--- config.mk ---
export PLATFORM = sky130hd
export DESIGN_NAME = xadc_scan_pwm_flat
export DESIGN_NICKNAME = d
export VERILOG_FILES = /design/src/rtl/xadc_scan_pwm_pkg.sv /design/src/rtl/xadc_scan_pwm_if.sv /design/src/rtl/xadc_pwm_ch.sv /design/src/rtl/xadc_scan_pwm.sv /design/src/flat_wrapper.sv
export SDC_FILE = /design/constraint.sdc
export NUM_CORES = 1
export LEC_CHECK = 0
export BUFFER_PORTS_ARGS = -buffer_cell sky130_fd_sc_hd__clkbuf_2
export CAP_MARGIN = 0
export CELL_PAD_IN_SITES_DETAIL_PLACEMENT = 2
export CELL_PAD_IN_SITES_GLOBAL_PLACEMENT = 2
export CORE_ASPECT_RATIO = 0.9
export CORE_MARGIN = 2
export CORE_UTILIZATION = 37
export CTS_CLUSTER_SIZE = 24
export DETAILED_ROUTE_END_ITERATION = 12
export GPL_TIMING_DRIVEN = 0
export PLACE_DENSITY_LB_ADDON = 0.25
export SYNTH_ARGS = -nofsm -noshare
export SYNTH_HDL_FRONTEND = slang
export SYNTH_SLANG_ARGS = --single-unit
export TNS_END_PERCENT = 30
--- constraint.sdc ---
create_clock -name clk -period 1.7 [get_ports clk]
set_input_delay 0.085 -clock clk [delete_from_list [all_inputs] [get_ports clk]]
set_output_delay 0.085 -clock clk [all_outputs]
set_load 0.005 [all_outputs]
--- src/rtl/xadc_scan_pwm_pkg.sv ---
// xadc_scan_pkg: shared types and helpers for the XADC scanner / PWM block.
//   - scan_state_e : scanner FSM states
//   - AUX0_ADDR / AUX12_ADDR : DRP status-register addresses of VAUX0 / VAUX12
//   - CODE_W       : XADC conversion code width
//   - next_enabled : round-robin search for the next enabled channel index
package xadc_scan_pkg;

    localparam int CODE_W = 12;

    localparam logic [6:0] AUX0_ADDR  = 7'h10;
    localparam logic [6:0] AUX12_ADDR = 7'h1C;

    typedef enum logic [1:0] {
        IDLE,
        ISSUE,
        WAIT_RDY,
        STORE
    } scan_state_e;

    // Returns the first enabled index strictly after cur (mod n). The last
    // candidate checked is cur itself, so a lone enabled cur stays put and
    // an all-disabled mask also returns cur.
    function automatic logic [2:0] next_enabled(
        input logic [7:0] en,
        input logic [2:0] cur,
        input int         n
    );
        logic [2:0] res;
        logic       found;
        int         idx;
        res   = cur;
        found = 1'b0;
        for (int k = 1; k <= 8; k++) begin
            idx = int'(cur) + k;
            if (idx >= n) idx = idx - n;
            if (!found && (k <= n) && en[idx[2:0]]) begin
                res   = idx[2:0];
                found = 1'b1;
            end
        end
        return res;
    endfunction

endpackage

--- src/rtl/xadc_scan_pwm_if.sv ---
// xadc_scan_pwm_if: DRP and end-of-conversion signals between the scanner
// and xadc_wiz_0.
//   master (scanner): drives den/daddr, receives eoc/channel/drdy/do_in
//   slave  (XADC)   : the mirror image
interface xadc_scan_pwm_if;
    logic        eoc;
    logic [4:0]  channel;
    logic        drdy;
    logic [15:0] do_in;
    logic        den;
    logic [6:0]  daddr;

    modport master (input eoc, channel, drdy, do_in, output den, daddr);
    modport slave  (output eoc, channel, drdy, do_in, input den, daddr);
endinterface

--- src/rtl/xadc_pwm_ch.sv ---
// xadc_pwm_ch: one LED PWM comparator.
//   clk, rst_n : clock and asynchronous active-low reset
//   wrap_i     : one-cycle pulse in the last counter cycle of each period
//   cnt_i      : shared free-running PWM counter
//   code_i     : 12-bit conversion code for this channel
//   en_i       : channel enable (gates the output)
//   led_o      : registered PWM output, active high
// Codes below DEADBAND give duty 0. The active duty is reloaded only at the
// period boundary so a code change never truncates or stretches a pulse.
module xadc_pwm_ch #(
    parameter int PWM_W    = 12,
    parameter int DEADBAND = 16
) (
    input  logic             clk,
    input  logic             rst_n,
    input  logic             wrap_i,
    input  logic [PWM_W-1:0] cnt_i,
    input  logic [11:0]      code_i,
    input  logic             en_i,
    output logic             led_o
);
    logic [PWM_W-1:0] aligned;
    logic [PWM_W-1:0] duty_d;
    logic [PWM_W-1:0] duty_act_q;
    logic             led_q;

    generate
        if (PWM_W == 12) begin : g_eq
            assign aligned = code_i;
        end else if (PWM_W > 12) begin : g_wide
            assign aligned = {code_i, {(PWM_W-12){1'b0}}};
        end else begin : g_narrow
            assign aligned = code_i[11 -: PWM_W];
        end
    endgenerate

    assign duty_d = (int'(code_i) < DEADBAND) ? '0 : aligned;

    always_ff @(posedge clk or negedge rst_n) begin
        if (!rst_n) begin
            duty_act_q <= '0;
            led_q      <= 1'b0;
        end else begin
            if (wrap_i) duty_act_q <= duty_d;
            led_q <= en_i & (cnt_i < duty_act_q);
        end
    end

    assign led_o = led_q;
endmodule

--- src/rtl/xadc_scan_pwm.sv ---
// xadc_scan_pwm: round-robin XADC DRP scanner feeding N_CH LED PWM outputs.
//   clk, rst_n : clock, asynchronous active-low reset
//   ch_en      : per-channel enable
//   drp        : eoc/channel/drdy/do_in in, den/daddr out (xadc_scan_pwm_if)
//   smp_valid/smp_ch/smp_code : one-cycle strobe with channel index and code
//   tmo_err    : sticky DRP timeout flag
//   led        : PWM outputs
// Optional macro XADC_SCAN_AVG_EN: publish a 4-sample running average per
// channel instead of the raw code.
// Default CH_ADDR puts VAUX12 (7'h1C) on channel 0 and VAUX0 (7'h10) on
// channel 1.
module xadc_scan_pwm
    import xadc_scan_pkg::*;
#(
    parameter int                N_CH     = 2,
    parameter logic [N_CH*7-1:0] CH_ADDR  = {AUX0_ADDR, AUX12_ADDR},
    parameter int                PWM_W    = 12,
    parameter int                DEADBAND = 16,
    parameter int                TMO      = 63
) (
    input  logic               clk,
    input  logic               rst_n,
    input  logic [N_CH-1:0]    ch_en,
    xadc_scan_pwm_if.master    drp,
    output logic               smp_valid,
    output logic [2:0]         smp_ch,
    output logic [CODE_W-1:0]  smp_code,
    output logic               tmo_err,
    output logic [N_CH-1:0]    led
);
    localparam int TMO_W = (TMO < 2) ? 1 : $clog2(TMO + 1);

    scan_state_e       state_q, state_d;
    logic [2:0]        cur_q, cur_d;
    logic [6:0]        daddr_q, daddr_d;
    logic              den_q, den_d;
    logic [TMO_W-1:0]  tmo_cnt_q, tmo_cnt_d;
    logic [11:0]       data_q;
    logic [4:0]        chan_q;
    logic              smp_valid_q;
    logic [2:0]        smp_ch_q;
    logic [11:0]       smp_code_q;
    logic              tmo_err_q;
    logic [PWM_W-1:0]  pwm_cnt_q;
    logic              cap, store_hit, tmo_hit, wrap;
    logic [7:0]        en_pad;
    logic [2:0]        sel_idx, adv_idx;
    logic [6:0]        ch_addr [8];
    logic [11:0]       new_code;
    logic              unused_ok;

    assign unused_ok = &{1'b0, drp.do_in[3:0]};
    assign en_pad    = 8'(ch_en);
    // At eoc, service cur if still enabled, otherwise the next enabled one.
    assign sel_idx   = en_pad[cur_q] ? cur_q : next_enabled(en_pad, cur_q, N_CH);
    assign adv_idx   = next_enabled(en_pad, cur_q, N_CH);

    generate
        for (genvar gi = 0; gi < 8; gi++) begin : g_addr
            if (gi < N_CH) begin : g_used
                assign ch_addr[gi] = CH_ADDR[gi*7 +: 7];
            end else begin : g_unused
                assign ch_addr[gi] = 7'h00;
            end
        end
    endgenerate

    always_comb begin
        state_d   = state_q;
        cur_d     = cur_q;
        daddr_d   = daddr_q;
        den_d     = 1'b0;
        tmo_cnt_d = tmo_cnt_q;
        cap       = 1'b0;
        store_hit = 1'b0;
        tmo_hit   = 1'b0;
        case (state_q)
            IDLE: begin
                if (drp.eoc && (|ch_en)) begin
                    cur_d   = sel_idx;
                    daddr_d = ch_addr[sel_idx];
                    den_d   = 1'b1;
                    state_d = ISSUE;
                end
            end
            ISSUE: begin
                tmo_cnt_d = '0;
                state_d   = WAIT_RDY;
            end
            WAIT_RDY: begin
                if (drp.drdy) begin
                    cap     = 1'b1;
                    state_d = STORE;
                end else if (tmo_cnt_q == TMO_W'(TMO - 1)) begin
                    // Flag lands TMO+1 cycles after the den pulse.
                    tmo_hit = 1'b1;
                    cur_d   = adv_idx;
                    state_d = IDLE;
                end else begin
                    tmo_cnt_d = tmo_cnt_q + 1'b1;
                end
            end
            STORE: begin
                store_hit = (chan_q == daddr_q[4:0]);
                cur_d     = adv_idx;
                state_d   = IDLE;
            end
            default: state_d = IDLE;
        endcase
    end

`ifdef XADC_SCAN_AVG_EN
    logic [11:0] avg_code [8];
    generate
        for (genvar gi = 0; gi < 8; gi++) begin : g_avg
            if (gi < N_CH) begin : g_used
                logic [11:0] hist_q [3];
                logic [13:0] sum;
                assign sum = 14'(data_q) + 14'(hist_q[0]) + 14'(hist_q[1]) + 14'(hist_q[2]);
                assign avg_code[gi] = sum[13:2];
                always_ff @(posedge clk or negedge rst_n) begin
                    if (!rst_n) begin
                        hist_q[0] <= '0;
                        hist_q[1] <= '0;
                        hist_q[2] <= '0;
                    end else if (store_hit && (cur_q == 3'(gi))) begin
                        hist_q[0] <= data_q;
                        hist_q[1] <= hist_q[0];
                        hist_q[2] <= hist_q[1];
                    end
                end
            end else begin : g_unused
                assign avg_code[gi] = '0;
            end
        end
    endgenerate
    assign new_code = avg_code[cur_q];
`else
    assign new_code = data_q;
`endif

    always_ff @(posedge clk or negedge rst_n) begin
        if (!rst_n) begin
            state_q     <= IDLE;
            cur_q       <= '0;
            daddr_q     <= CH_ADDR[6:0];
            den_q       <= 1'b0;
            tmo_cnt_q   <= '0;
            data_q      <= '0;
            chan_q      <= '0;
            smp_valid_q <= 1'b0;
            smp_ch_q    <= '0;
            smp_code_q  <= '0;
            tmo_err_q   <= 1'b0;
            pwm_cnt_q   <= '0;
        end else begin
            state_q     <= state_d;
            cur_q       <= cur_d;
            daddr_q     <= daddr_d;
            den_q       <= den_d;
            tmo_cnt_q   <= tmo_cnt_d;
            smp_valid_q <= store_hit;
            tmo_err_q   <= tmo_err_q | tmo_hit;
            pwm_cnt_q   <= pwm_cnt_q + 1'b1;
            if (cap) begin
                data_q <= drp.do_in[15:4];
                chan_q <= drp.channel;
            end
            if (store_hit) begin
                smp_ch_q   <= cur_q;
                smp_code_q <= new_code;
            end
        end
    end

    assign wrap = &pwm_cnt_q;

    generate
        for (genvar gi = 0; gi < N_CH; gi++) begin : g_ch
            logic [11:0] code_q;
            always_ff @(posedge clk or negedge rst_n) begin
                if (!rst_n)
                    code_q <= '0;
                else if (store_hit && (cur_q == 3'(gi)))
                    code_q <= new_code;
            end
            xadc_pwm_ch #(
                .PWM_W    (PWM_W),
                .DEADBAND (DEADBAND)
            ) u_pwm (
                .clk    (clk),
                .rst_n  (rst_n),
                .wrap_i (wrap),
                .cnt_i  (pwm_cnt_q),
                .code_i (code_q),
                .en_i   (ch_en[gi]),
                .led_o  (led[gi])
            );
        end
    endgenerate

    assign drp.den   = den_q;
    assign drp.daddr = daddr_q;
    assign smp_valid = smp_valid_q;
    assign smp_ch    = smp_ch_q;
    assign smp_code  = smp_code_q;
    assign tmo_err   = tmo_err_q;
endmodule

--- src/flat_wrapper.sv ---
// flat-port wrapper written by rule: the top's interface ports become plain ports
module xadc_scan_pwm_flat import xadc_scan_pkg::*;
#(
    parameter int                N_CH     = 2,
    parameter logic [N_CH*7-1:0] CH_ADDR  = {AUX0_ADDR, AUX12_ADDR},
    parameter int                PWM_W    = 12,
    parameter int                DEADBAND = 16,
    parameter int                TMO      = 63
)
  (clk, rst_n, ch_en, smp_valid, smp_ch, smp_code, tmo_err, led, drp_eoc, drp_channel, drp_drdy, drp_do_in, drp_den, drp_daddr);
  xadc_scan_pwm_if drp_i ();
  input  logic clk;
  input  logic rst_n;
  input  logic [N_CH-1:0] ch_en;
  output logic smp_valid;
  output logic [2:0] smp_ch;
  output logic [CODE_W-1:0] smp_code;
  output logic tmo_err;
  output logic [N_CH-1:0] led;
  input wire logic [$bits(drp_i.eoc)-1:0] drp_eoc;
  input wire logic [$bits(drp_i.channel)-1:0] drp_channel;
  input wire logic [$bits(drp_i.drdy)-1:0] drp_drdy;
  input wire logic [$bits(drp_i.do_in)-1:0] drp_do_in;
  output wire logic [$bits(drp_i.den)-1:0] drp_den;
  output wire logic [$bits(drp_i.daddr)-1:0] drp_daddr;
  assign drp_i.eoc = drp_eoc;
  assign drp_i.channel = drp_channel;
  assign drp_i.drdy = drp_drdy;
  assign drp_i.do_in = drp_do_in;
  assign drp_den = drp_i.den;
  assign drp_daddr = drp_i.daddr;
  xadc_scan_pwm #(.N_CH(N_CH), .CH_ADDR(CH_ADDR), .PWM_W(PWM_W), .DEADBAND(DEADBAND), .TMO(TMO)) u_core (.clk(clk), .rst_n(rst_n), .ch_en(ch_en), .drp(drp_i), .smp_valid(smp_valid), .smp_ch(smp_ch), .smp_code(smp_code), .tmo_err(tmo_err), .led(led));
endmodule
Word-level counts from Yosys, hierarchy flattened
Memories as Yosys holds them, arrays and structs flattened. A register that Yosys moved wholly into a read port is not among the register bits.
Cells that the tools add are included.
{ "totals": {"ff_bits": 108, "rom_bits": 56, "word_cells": 97, "memories": 1} }
{ "classes": {"add_sub_neg": 6, "order_cmp": 9, "eq_ne": 11, "n_mux": 33, "bitwise": 4, "reduce_logical": 16} }
{ "memory_table": {"columns": ["memory", "depth", "width", "read_ports", "rd_clocked_by_memory_dff", "wr", "line_no", "text"], "rows": [
  ["(no name shown)", 8, 7, 1, 1, 0, "xadc_scan_pwm.sv:81", "daddr_d = ch_addr[sel_idx];"]
]} }
{ "ops": {"columns": ["op", "n"], "rows": [
  ["$lt A12 B12 Y1", 2],
  ["$lt A12 B5 Y1 const B", 2],
  ["$mux W12", 2],
  ["$mux W3", 8],
  ["$add A12 B1 Y12 const B", 1],
  ["$lt A3 B4 Y1 const B", 3],
  ["$mux W1", 12],
  ["$mux W6", 2],
  ["$pmux W6 S2", 1],
  ["$reduce_and A12 Y1", 1],
  ["$bmux W1 S3", 3],
  ["$pmux W3 S3", 1],
  ["$ge A4 B2 Y1 const B", 2],
  ["$pmux W2 S4", 1],
  ["$add A6 B1 Y6 const B", 1],
  ["$eq A6 B6 Y1 const B", 1],
  ["$mux W2", 3],
  ["$eq A5 B5 Y1", 1],
  ["$add A3 B1 Y4 const B", 1],
  ["$add A3 B2 Y4 const B", 1],
  ["$eq A2 B2 Y1 const B", 2],
  ["$logic_and A1 B1 Y1", 4],
  ["$ne A2 B1 Y1 const B", 2],
  ["$ne A2 B2 Y1 const B", 2],
  ["other kinds (17)", 20]
]} }

Longest topological paths before layout
Gate-level depths: netlist (run 1).
{ "depth": {"ltp_word": 12, "mapped_depth": 6} }

Modules after synthesis
From an unflattened synthesis (run 1), not the netlist that was laid out.
{ "unflattened": {"cells_unflattened": 433, "hier_area_um2": 5151.2} }
{ "by_module_without_submodules": {"columns": ["module", "instances", "cells_per_inst", "area_each_um2"], "rows": [
  ["xadc_scan_pwm", 1, 267, 3674.8],
  ["xadc_pwm_ch", 2, 83, 738.2]
]} }

Least setup slack after synthesis (run 1)
OpenSTA, ideal clock, no wires.
{ "synth_path": {"path_kind": "reg2reg", "start": "register u_core.cur_q[2]", "end": "register u_core.daddr_q[3], in the netlist u_core.drp.daddr[3]", "setup_time_ns": 0.089, "arrival_ns": 1.653, "required_time_ns": 1.611, "path_slack_ns": -0.042, "stages_incl_launch_ff": 7, "path_buffers": 0, "synth_period_minus_slack_ns": 1.742, "path_cell_list": "dfrtp_1 > inv_1 > ha_1 > inv_1 > o31a_1 > o32a_1 > a211oi_1"} }
{ "synth_between": {"elab_chain_cells": 11, "elab_cells_between_ends": 21} }
{ "synth_lines": {"columns": ["item", "line_no", "text"], "rows": [
  ["from (decl)", "xadc_scan_pwm.sv:34", "logic [2:0] cur_q, cur_d;"],
  ["from (signal assigned)", "xadc_scan_pwm.sv:158", "cur_q <= cur_d;"],
  ["$add A3 B1 Y4", "xadc_scan_pwm_pkg.sv:34", "idx = int'(cur) + k;"],
  ["$ge A4 B2 Y1 or $sub A3 B3 Y3 (tied branches)", null, null],
  ["$mux W3", null, null],
  ["$bmux W1 S3", null, null],
  ["$mux W1", null, null],
  ["$mux W1", "xadc_scan_pwm_pkg.sv:36", "if (!found && (k <= n) && en[idx[2:0]]) begin"],
  ["$logic_not A1 Y1", null, null],
  ["$logic_and A1 B1 Y1", "xadc_scan_pwm_pkg.sv:36", null],
  ["$mux W3", "xadc_scan_pwm_pkg.sv:36", null],
  ["$mux W3 (*)", "xadc_scan_pwm.sv:55", "assign sel_idx = en_pad[cur_q] ? cur_q : next_enabled(en_pad, cur_q, N_CH);"],
  ["$not A3 Y4 (not written as such) (*)", "xadc_scan_pwm.sv:81", null],
  ["to (decl)", "xadc_scan_pwm.sv:35", "logic [6:0] daddr_q, daddr_d;"]
]} }
Every way passes the cells marked *; elsewhere a longest branch is shown, timed or not. The select of a mux whose other input is x is not followed.
A chain may end at the register's enable or synchronous reset.

Worst setup path in the final report (run 1)
{ "layout_path": {"start": "register u_core.daddr_q[3], in the netlist u_core.drp.daddr[3]", "end": "register u_core.g_ch[0].code_q[1]"} }
{ "layout_between": {"elab_chain_cells": 3} }
{ "layout_lines": {"columns": ["item", "line_no", "text"], "rows": [
  ["$eq A5 B5 Y1", "xadc_scan_pwm.sv:104", "store_hit = (chan_q == daddr_q[4:0]);"],
  ["$mux W1", "xadc_scan_pwm.sv:77", "case (state_q)"],
  ["$logic_and A1 B1 Y1", "xadc_scan_pwm.sv:184", "else if (store_hit && (cur_q == 3'(gi)))"],
  ["to (signal assigned)", "xadc_scan_pwm.sv:185", "code_q <= new_code;"],
  ["to (decl)", "xadc_scan_pwm.sv:180", "logic [11:0] code_q;"]
]} }
Every way passes these cells.

==> metrics.csv, run 1 <==
metric;value;unit
fillers;1399;
Crit-path slowest cell;dfstp_2;
post-synthesis simple-gate area fraction;0.09478;
leakage;3.257;nW
mux share of post-synthesis cell area;0.1744;
worst-skew pair later-pin latency;360;ps
DR WL/cell;19.62;um
Tightest Pin Transition;896.4;ps
Die Footprint;15430;um2
CP Cell Sequence;and3_4 > o211ai_1 > buf_4 > nand3b_4 > buf_8 > mux2_1;
skew final;12.97;ps
failing checks;setup timing;
Worst-path clk slew;80;ps
Synth area leader;dfrtp_1;
estimated wirelength of the detail-placed design;9.278;mm
placed insts;668;
Cells after Synth;427;
via/cell ratio;5.028;
slew margin rel.;0.4024;
number of global-route vias before repair;4281;
Final Cycle Share;1.063;
outcome;finished with violations;
ys flop type;dfrtp_1;
power density over cell area;1212;nW/um2
Post-Synthesis Cell Area;5346;um2
Startpoint Class;flop;
initial core utilization;0.3804;
Hold WS;105.1;ps
largest family of logic cells by synthesized area;multiplexers;
CTS root buffer;clkbuf_16;
wirelength, routed;14.22;mm
Placed Area;5833;um2
synth unique cells;57;
Port Buf Inserts;45;
core region area;14060;um2
Antenna diodes;0;
Syn-to-layout area delta;26.45;%
top-level I/O count;54;
post-synthesis compound-gate area fraction;0.06553;
Yosys top cell area share;0.5055;
routability cong.;0.7374;
Die Wd;130.7;um
Synth Area in XOR/XNOR;0.02130;
Hold Crit Class;in2reg;
Cell Rows;41;
drt pass-1 iters;5;
Yosys reg bits;110;
Final ANT Viol Nets;0;
layout cells sized above 1;0.3421;
sequential cell area fraction in the yosys report;0.5153;
H-tree depth;3;
final core utilization;0.4810;
crit path DAT;2050;ps
Worst EP required;1950;ps
CTS tree;built;
RSZ-0062 raised after global routing;true;
fin nets;585;
post-route cell area;6760;um2
Die Span Y;118.0;um
Worst path max stage delay;580;ps
CP Max Fanout;10;
Post-Layout Cell Count;725;
first-pass GRT wire length;23.27;mm
synth warn;0;
Synth area leaders;dfrtp_1, mux2_1, ha_1;
maximum clock rate;0.5534;GHz
DRC;0;
grt ovf;0;
most numerous cell in the Yosys netlist;dfrtp_1;
maximum number of pins on one net before global-route repair;111;
shortest period the worst path allows;1807;ps
Clock Sinks;110;
final worst setup slack;-106.9;ps
initial drt markers;102;
initial antenna violation count;0;
Overall Global Routing Usage;0.1979;
final setup fails;35;
post-synthesis adder-cell area fraction;0.07255;
peak supply drop;0.7287;mV
routed vias;3645;
Worst Setup End Kind;flop;
max cap viols;0;
Post-synth top cells;dfrtp_1, mux2_1, inv_1, ha_1, nand2_1;
critical setup path kind;reg2reg;
CTS buffer count;9;
asr flop ratio synth;1.000;
CTS max path bufs;2;
Power Total;8.194;mW
Syn Area/Cell;12.52;um2
Final Slew Violations;0;
final hold violations;0;
EDFF count, synth;0;
cells in the final DEF, fill, tap and decap left out, drive strengths merged, types with 5 or more instances in the layout:
cell,n
dfrtp,108
mux2,69
clkbuf,55
inv,42
buf,40
ha,31
nand2,25
dlygate4sd3,18
nor2,12
o21ai,12
mux2i,11
xnor2,10
nand3,9
a21oi,9
nor2b,8
and3,7
nor4,7
nand4,5
worst max-delay path: cells and delay by family (launching register included):
family,cells,cell delay [ps]
flip-flops,1,580
multiplexers,1,320
AND/OR/NAND/NOR,2,350
buffers and inverters,2,340
AO/OA/AOI/OAI,1,90
report_power, final:
group          total (mW)  switching (mW)  internal (mW)
clock                2.28            1.09           1.19
combinational        2.10            1.09           1.01
sequential           3.81           0.579           3.24
per-layer routing:
layer	global-route usage	up-vias	part of all wire
li1	-	1693	-
met1	0.2360	1897	0.42
met2	0.3584	44	0.55
met3	0.04864	11	0.025
met4	0.03989	0	0.0096
met5	0	-	0
kinds of logic (layout without fill, tap and decap cells):
| family | Yosys count | after routing |
|---|---|---|
| adders and majority gates | 31 | 31 |
| DFF | 110 | 110 |
| and+or+nand+nor | 86 | 86 |
| muxes | 80 | 80 |
| other | 1 | 4 |
| buffers and inverters | 56 | 158 |
| AOI/OAI and AO/OA | 50 | 50 |
| xor gates and xnor gates | 13 | 13 |
registers in the layout (all words and copies together), names as in the netlist:
name,cells
u_core.g_ch.u_pwm.led_o,2
u_core.drp.den,1
u_core.chan_q,5
u_core.g_ch.code_q,24
u_core.smp_valid,1
u_core.smp_code,12
u_core.state_q,2
u_core.cur_q,3
u_core.data_q,12
u_core.drp.daddr,2
u_core.pwm_cnt_q,12
u_core.tmo_cnt_q,6
u_core.smp_ch,3
u_core.g_ch.u_pwm.duty_act_q,24
u_core.tmo_err,1
per-stage QoR:
stage	setup WS, ps	TNS [ps]
floorplan	28.73	0
global placement	-1016	-113620
detailed placement	-224.2	-7542
CTS	-50.92	-635.1
global route	-185.1	-4799
finish	-106.9	-2286
what timing repair did:
action,CTS,global route
hold buffers,18,0
hold endpoints to repair,125,0
buffers inserted,23,1
endpoints found under the setup margin,74,62
pin swaps,8,4
gates resized for setup,44,23
worst paths after layout:
kind / endpoint / start / slack [ps] / cells after the start
worst max-delay path: u_core.g_ch[0].code_q[1] / u_core.drp.daddr[3] / -110 / 6
worst min-delay path: u_core.g_ch[0].u_pwm.led_o / ch_en[0] / 110 / 2
worst max register to register: u_core.g_ch[0].code_q[1] / u_core.drp.daddr[3] / -110 / 6
worst min register to register: u_core.tmo_err / u_core.tmo_err / 490 / 1
max in group asynchronous: u_core.pwm_cnt_q[7] / rst_n / 600 / 2
min in group asynchronous: u_core.g_ch[1].u_pwm.duty_act_q[2] / rst_n / 390 / 2
layout make-up:
| cell class | instances | area [um2] | area share |
|---|---|---|---|
| multi-input combinational | 264 | 2489 | 0.3681 |
| tap | 193 | 241.5 | 0.03572 |
| inverter | 38 | 147.6 | 0.02184 |
| sequential | 110 | 2768 | 0.4094 |
| clock inverter | 7 | 97.59 | 0.01444 |
| timing repair buffer | 87 | 614.3 | 0.09088 |
| clock buffer | 9 | 225.2 | 0.03331 |
| buffer | 17 | 177.7 | 0.02628 |
No activity file was read; power rests on OpenSTA's default activity.
==> run 2, diff against run 1 <==
Settings changed: SKIP_CTS_REPAIR_TIMING from default to 1.
==> run 2 against run 1 <==
Compared with the run above: the run still ends with setup timing left; critical endpoint is now u_core.g_ch[1].code_q[7]; clock-buffer cell count stayed put; via count is 0.91% higher; clock power about the same; final area is 0.63% lower; largest cell class unchanged; die area is the same; first-iteration DRC count grew 110%; clock skew fell by 1.1 ps; maximum frequency is 0.92% higher.
==> metrics.csv, run 2 (synthesis results as in run 1) <==
metric;value;unit;change
outcome;finished with violations;;unchanged
failing checks;setup timing;;unchanged
Die Span Y;118.0;um;unchanged
H-tree depth;3;;unchanged
skew final;11.85;ps;was 12.97 ps
Final ANT Viol Nets;0;;unchanged
layout cells sized above 1;0.3220;;was 0.3421
routability cong.;0.7374;;unchanged
crit path DAT;2040;ps;was 2050 ps
most frequent cells in the layout;dfrtp_1, mux2_1, clkbuf_2;;was dfrtp_1, clkbuf_2, mux2_1
most common cell after layout, fill and taps aside;dfrtp_1;;unchanged
critical setup path kind;reg2reg;;unchanged
Cell Rows;41;;unchanged
Final Slew Violations;0;;unchanged
peak supply drop;0.7795;mV;was 0.7287 mV
dpl ws;-224.2;ps;unchanged
power density over cell area;1196;nW/um2;was 1212 nW/um2
initial drt markers;216;;was 102
Top Registers;u_core.g_ch.code_q: 24 flops, u_core.g_ch.u_pwm.duty_act_q: 24 flops;;unchanged
worst-skew pair later-pin latency;360;ps;about the same
fin nets;584;;was 585
leakage;3.226;nW;was 3.257 nW
RSZ-0062 raised after global routing;true;;unchanged
estimated wirelength of the detail-placed design;9.278;mm;unchanged
Die Wd;130.7;um;unchanged
Tightest Pin Transition;877.9;ps;was 896.4 ps
DRC;0;;unchanged
Overall Global Routing Usage;0.1802;;was 0.1979
Worst Setup End Kind;flop;;unchanged
Syn-to-layout area delta;25.65;%;was 26.45%
Startpoint Class;flop;;unchanged
fillers;1431;;was 1399
drt pass-1 iters;4;;was 5
final setup fails;39;;was 35
max cap viols;0;;unchanged
wirelength, routed;13.84;mm;was 14.22 mm
maximum clock rate;0.5585;GHz;was 0.5534 GHz
Worst-path clk slew;80;ps;about the same
initial antenna violation count;0;;unchanged
CTS max path bufs;2;;unchanged
CP Max Fanout;10;;unchanged
top-level I/O count;54;;unchanged
Die Footprint;15430;um2;unchanged
Worst EP required;1950;ps;about the same
Hold WS;115.6;ps;was 105.1 ps
shortest period the worst path allows;1791;ps;was 1807 ps
maximum number of pins on one net before global-route repair;111;;unchanged
first-pass GRT wire length;21.34;mm;was 23.27 mm
final hold violations;0;;unchanged
Port Buf Inserts;45;;unchanged
via/cell ratio;5.080;;was 5.028
CTS tree;built;;unchanged
CTS root buffer;clkbuf_16;;unchanged
routed vias;3678;;was 3645
placed insts;668;;unchanged
slew margin rel.;0.4147;;was 0.4024
grt ovf;0;;unchanged
Antenna diodes;0;;unchanged
Hold Crit Class;in2reg;;unchanged
DR WL/cell;19.12;um;was 19.62 um
number of global-route vias before repair;4021;;was 4281
initial core utilization;0.3804;;unchanged
Final Cycle Share;1.053;;was 1.063
Clock Sinks;110;;unchanged
core region area;14060;um2;unchanged
CTS buffer count;9;;unchanged
Post-Layout Cell Count;724;;was 725
final worst setup slack;-90.53;ps;was -106.9 ps
[run 2: critical path: stages (launching register included)]
cell      delay (ps)
dfstp_2          580
and3_1           160
o211ai_1          90
buf_4            170
nand3b_4         180
buf_12           160
mux2_1           320
[run 2: power breakdown]
group | total (mW) | switching [mW] | internal (mW) | leakage, nW
clock | 2.28 | 1.09 | 1.19 | 0.157
sequential | 3.80 | 0.564 | 3.24 | 1.45
combinational | 1.95 | 1.05 | 0.905 | 1.62
total | 8.03 | 2.70 | 5.33 | 3.23
[run 2: layout make-up]
cell class              instances  area [um2]  area share
inverters                      38       150.1     0.02235
repair buffers                 86       608.1     0.09052
clock buffers                   9       225.2     0.03353
flip-flops and latches        110        2770      0.4124
plain buffers                  17       178.9     0.02663
clock inverters                 7       97.59     0.01453
multi-input cells             264        2446      0.3641
well taps                     193       241.5     0.03595
[run 2: per-stage QoR]
| stage | instance area [um2] | TNS [ps] | utilization | power, mW |
|---|---|---|---|---|
| final | 6718 | -2146 | 0.4779 | 8.034 |
| after global placement | 5824 | -113620 | 0.4144 | 5.454 |
| after floorplan | 5358 | 0 | - | 4.792 |
| after CTS | 6156 | -8940 | 0.4380 | 7.978 |
| after detailed placement | 5833 | -7542 | 0.4150 | 5.625 |
| after global routing | 6718 | -4829 | 0.4779 | 8.512 |
[run 2: layer usage]
| metal | track usage | vias up | wire length, um |
|---|---|---|---|
| li1 | - | 1700 | - |
| met1 | 0.2246 | 1921 | 5896 |
| met2 | 0.3171 | 48 | 7468 |
| met3 | 0.04545 | 9 | 328 |
| met4 | 0.03191 | 0 | 150 |
| met5 | 0 | - | 0 |
[run 2: worst paths after layout]
| check | startpoint | end | slack [ps] | cells past startpoint |
|---|---|---|---|---|
| setup / recovery | u_core.drp.daddr[3] | u_core.g_ch[1].code_q[7] | -90 | 6 |
| hold / removal | ch_en[0] | u_core.g_ch[0].u_pwm.led_o | 120 | 2 |
| setup reg to reg | u_core.drp.daddr[3] | u_core.g_ch[1].code_q[7] | -90 | 6 |
| hold reg to reg | u_core.tmo_err | u_core.tmo_err | 490 | 1 |
| max in group asynchronous | rst_n | u_core.cur_q[1] | 650 | 2 |
| min in group asynchronous | rst_n | u_core.pwm_cnt_q[9] | 410 | 2 |
==> run 3, diff against run 2 <==
Settings changed: CELL_PAD_IN_SITES_DETAIL_PLACEMENT 2 to 1, CELL_PAD_IN_SITES_GLOBAL_PLACEMENT 2 to 1, CORE_UTILIZATION 37 to 43, TNS_END_PERCENT 30 to 20.
==> run 3 against run 2 <==
Compared with the run above: the flow still finishes with violations (setup timing); global-route usage grew 0.29 points; final cell count shrank 5.4%; largest cell class unchanged; worst setup slack gained 28 ps; critical endpoint is now u_core.g_ch[0].u_pwm.duty_act_q[11]; via count shrank 5.7%; sequential power shrank 1%; power shrank 0.23%; clock power grew 2%; core utilization grew 7.3 points.
==> metrics.csv, run 3 (synthesis results as in run 1) <==
metric;value;unit;change
max cap viols;0;;unchanged
DRC;0;;unchanged
Hold WS;112.9;ps;was 115.6 ps
post-route cell area;6650;um2;was 6718 um2
FF-to-FF setup slack;-60;ps;was -90 ps
Syn-to-layout area delta;24.39;%;was 25.65%
CTS tree;built;;unchanged
Overall Global Routing Usage;0.1831;;was 0.1802
Die Wd;121.5;um;was 130.7 um
final core utilization;0.5507;;was 0.4779
Hold Path Cell Cnt;2;;unchanged
layout cells sized above 1;0.3105;;was 0.3220
CTS root buffer;clkbuf_16;;unchanged
most frequent cells in the layout;dfrtp_1, mux2_1, clkbuf_2;;unchanged
setup tns final;-906.5;ps;was -2146 ps
Startpoint Class;flop;;unchanged
estimated wirelength of the detail-placed design;8.077;mm;was 9.278 mm
maximum number of pins on one net before global-route repair;111;;unchanged
DR WL/cell;17.20;um;was 19.12 um
peak supply drop;0.7633;mV;was 0.7795 mV
Antenna diodes;0;;unchanged
origin of the critical flop-to-flop path;u_core.pwm_cnt_q[1];;was u_core.drp.daddr[3]
skew final;6.967;ps;was 11.85 ps
critical setup path kind;reg2reg;;unchanged
final worst setup slack;-62.61;ps;was -90.53 ps
fillers;1256;;was 1431
Power Total;8.015;mW;was 8.034 mW
first-pass GRT wire length;18.71;mm;was 21.34 mm
via/cell ratio;5.061;;was 5.080
Worst Hold Endpoint;u_core.g_ch[0].u_pwm.led_o;;unchanged
CTS max path bufs;2;;unchanged
initial antenna violation count;0;;unchanged
fin nets;578;;was 584
outcome;finished with violations;;unchanged
Clock Sinks;110;;unchanged
grt ovf;0;;unchanged
dpl ws;-197.1;ps;was -224.2 ps
RSZ-0062 raised after global routing;true;;unchanged
initial core utilization;0.4427;;was 0.3804
total internal power;5.524;mW;was 5.332 mW
worst-skew pair later-pin latency;350;ps;was 360 ps
reported net switching power;2.492;mW;was 2.702 mW
Worst-path clk slew;70;ps;was 80 ps
CP Max Fanout;8;;was 10
sw frac;0.3109;;was 0.3363
wirelength, routed;11.78;mm;was 13.84 mm
Flop pwr share;0.470;;was 0.473
maximum clock rate;0.5673;GHz;was 0.5585 GHz
drt pass-1 iters;4;;unchanged
Logic pwr share;0.240;;was 0.243
leakage;3.194;nW;was 3.226 nW
core region area;12080;um2;was 14060 um2
Post-Layout Cell Count;685;;was 724
Worst Hold Launch;ch_en[0];;unchanged
reg2reg end;u_core.g_ch[0].u_pwm.duty_act_q[11];;was u_core.g_ch[1].code_q[7]
crit path DAT;2000;ps;was 2040 ps
Die Span Y;109.8;um;was 118.0 um
area of the multi-input gates;2446;um2;unchanged
initial drt markers;132;;was 216
top-level I/O count;54;;unchanged
placed insts;635;;was 668
H-tree depth;3;;unchanged
flip-flop and latch area;2770;um2;unchanged
routed vias;3467;;was 3678
Die Footprint;13340;um2;was 15430 um2
Tightest Pin Transition;854.6;ps;was 877.9 ps
Worst EP required;1940;ps;was 1950 ps
Cell Rows;38;;was 41
Top Registers;u_core.g_ch.code_q: 24 flops, u_core.g_ch.u_pwm.duty_act_q: 24 flops;;unchanged
final hold violations;0;;unchanged
Final Slew Violations;0;;unchanged
most common cell after layout, fill and taps aside;dfrtp_1;;unchanged
Placed Area;5792;um2;was 5833 um2
power density over cell area;1205;nW/um2;was 1196 nW/um2
Worst Setup End Kind;flop;;unchanged
Port Buf Inserts;45;;unchanged
Reg2Reg Depth;5;;was 6
Final Cycle Share;1.037;;was 1.053
CTS buffer count;9;;unchanged
failing checks;setup timing;;unchanged
routability cong.;0.7656;;was 0.7374
number of global-route vias before repair;3668;;was 4021
slew margin rel.;0.4303;;was 0.4147
Clk pwr share;0.291;;was 0.284
shortest period the worst path allows;1763;ps;was 1791 ps
final setup fails;35;;was 39
Hold Crit Class;in2reg;;unchanged
Final ANT Viol Nets;0;;unchanged
==> run 3: changes by cell type in the layout (fill, tap and decap cells not counted), sizes merged <==
cell and change:
clkbuf +3, clkinv -2, buf -7, clkinvlp +1, inv -2, bufinv +1
==> run 3: worst max path at each step <==
stage	start	end	cells after the start
6_report	u_core.pwm_cnt_q[1]	u_core.g_ch[0].u_pwm.duty_act_q[11]	5
5_1_grt	u_core.drp.daddr[3]	u_core.g_ch[0].code_q[9]	6
4_1_cts	u_core.drp.daddr[3]	u_core.smp_code[9]	5
3_5_place_dp	u_core.drp.daddr[3]	u_core.smp_code[9]	5
3_3_place_gp	rst_n	u_core.drp.den	1
2_1_floorplan	u_core.pwm_cnt_q[0]	u_core.g_ch[0].u_pwm.duty_act_q[10]	6
==> run 3: power by group through the flow <==
| stage | Combinational, mW | Sequential, mW | Clock (mW) |
|---|---|---|---|
| 2_1_floorplan | 1.18 | 3.62 | 0 |
| 3_3_place_gp | 1.67 | 3.75 | 0 |
| 3_5_place_dp | 1.75 | 3.81 | 0 |
| 4_1_cts | 1.76 | 3.76 | 2.40 |
| 5_1_grt | 2.14 | 3.87 | 2.51 |
| 6_report | 1.92 | 3.76 | 2.33 |
==> run 3: final cells by class <==
class                      count  area share
inverter                      38     0.02258
sequential                   110      0.4166
timing repair buffer          80     0.08730
tap                          160     0.03010
multi-input combinational    264      0.3678
clock buffer                  11     0.03650
buffer                        17     0.02559
clock inverter                 5     0.01355
==> run 3: metal layers <==
metal / global-route usage / share of wire / vias up / wire, um
met2: 0.3170 / 0.52 / 51 / 6101
met1: 0.2232 / 0.43 / 1720 / 5123
met5: 0 / 0 / - / 0
met4: 0.05665 / 0.016 / 0 / 187
li1: - / - / 1684 / -
met3: 0.05187 / 0.032 / 12 / 372
==> run 3: critical path: stages, from the launching register on <==
cell and delay, ps:
dfrtp_2 460, ha_4 180, and3_4 210, and3_4 320, clkbuf_16 190, mux2_4 290
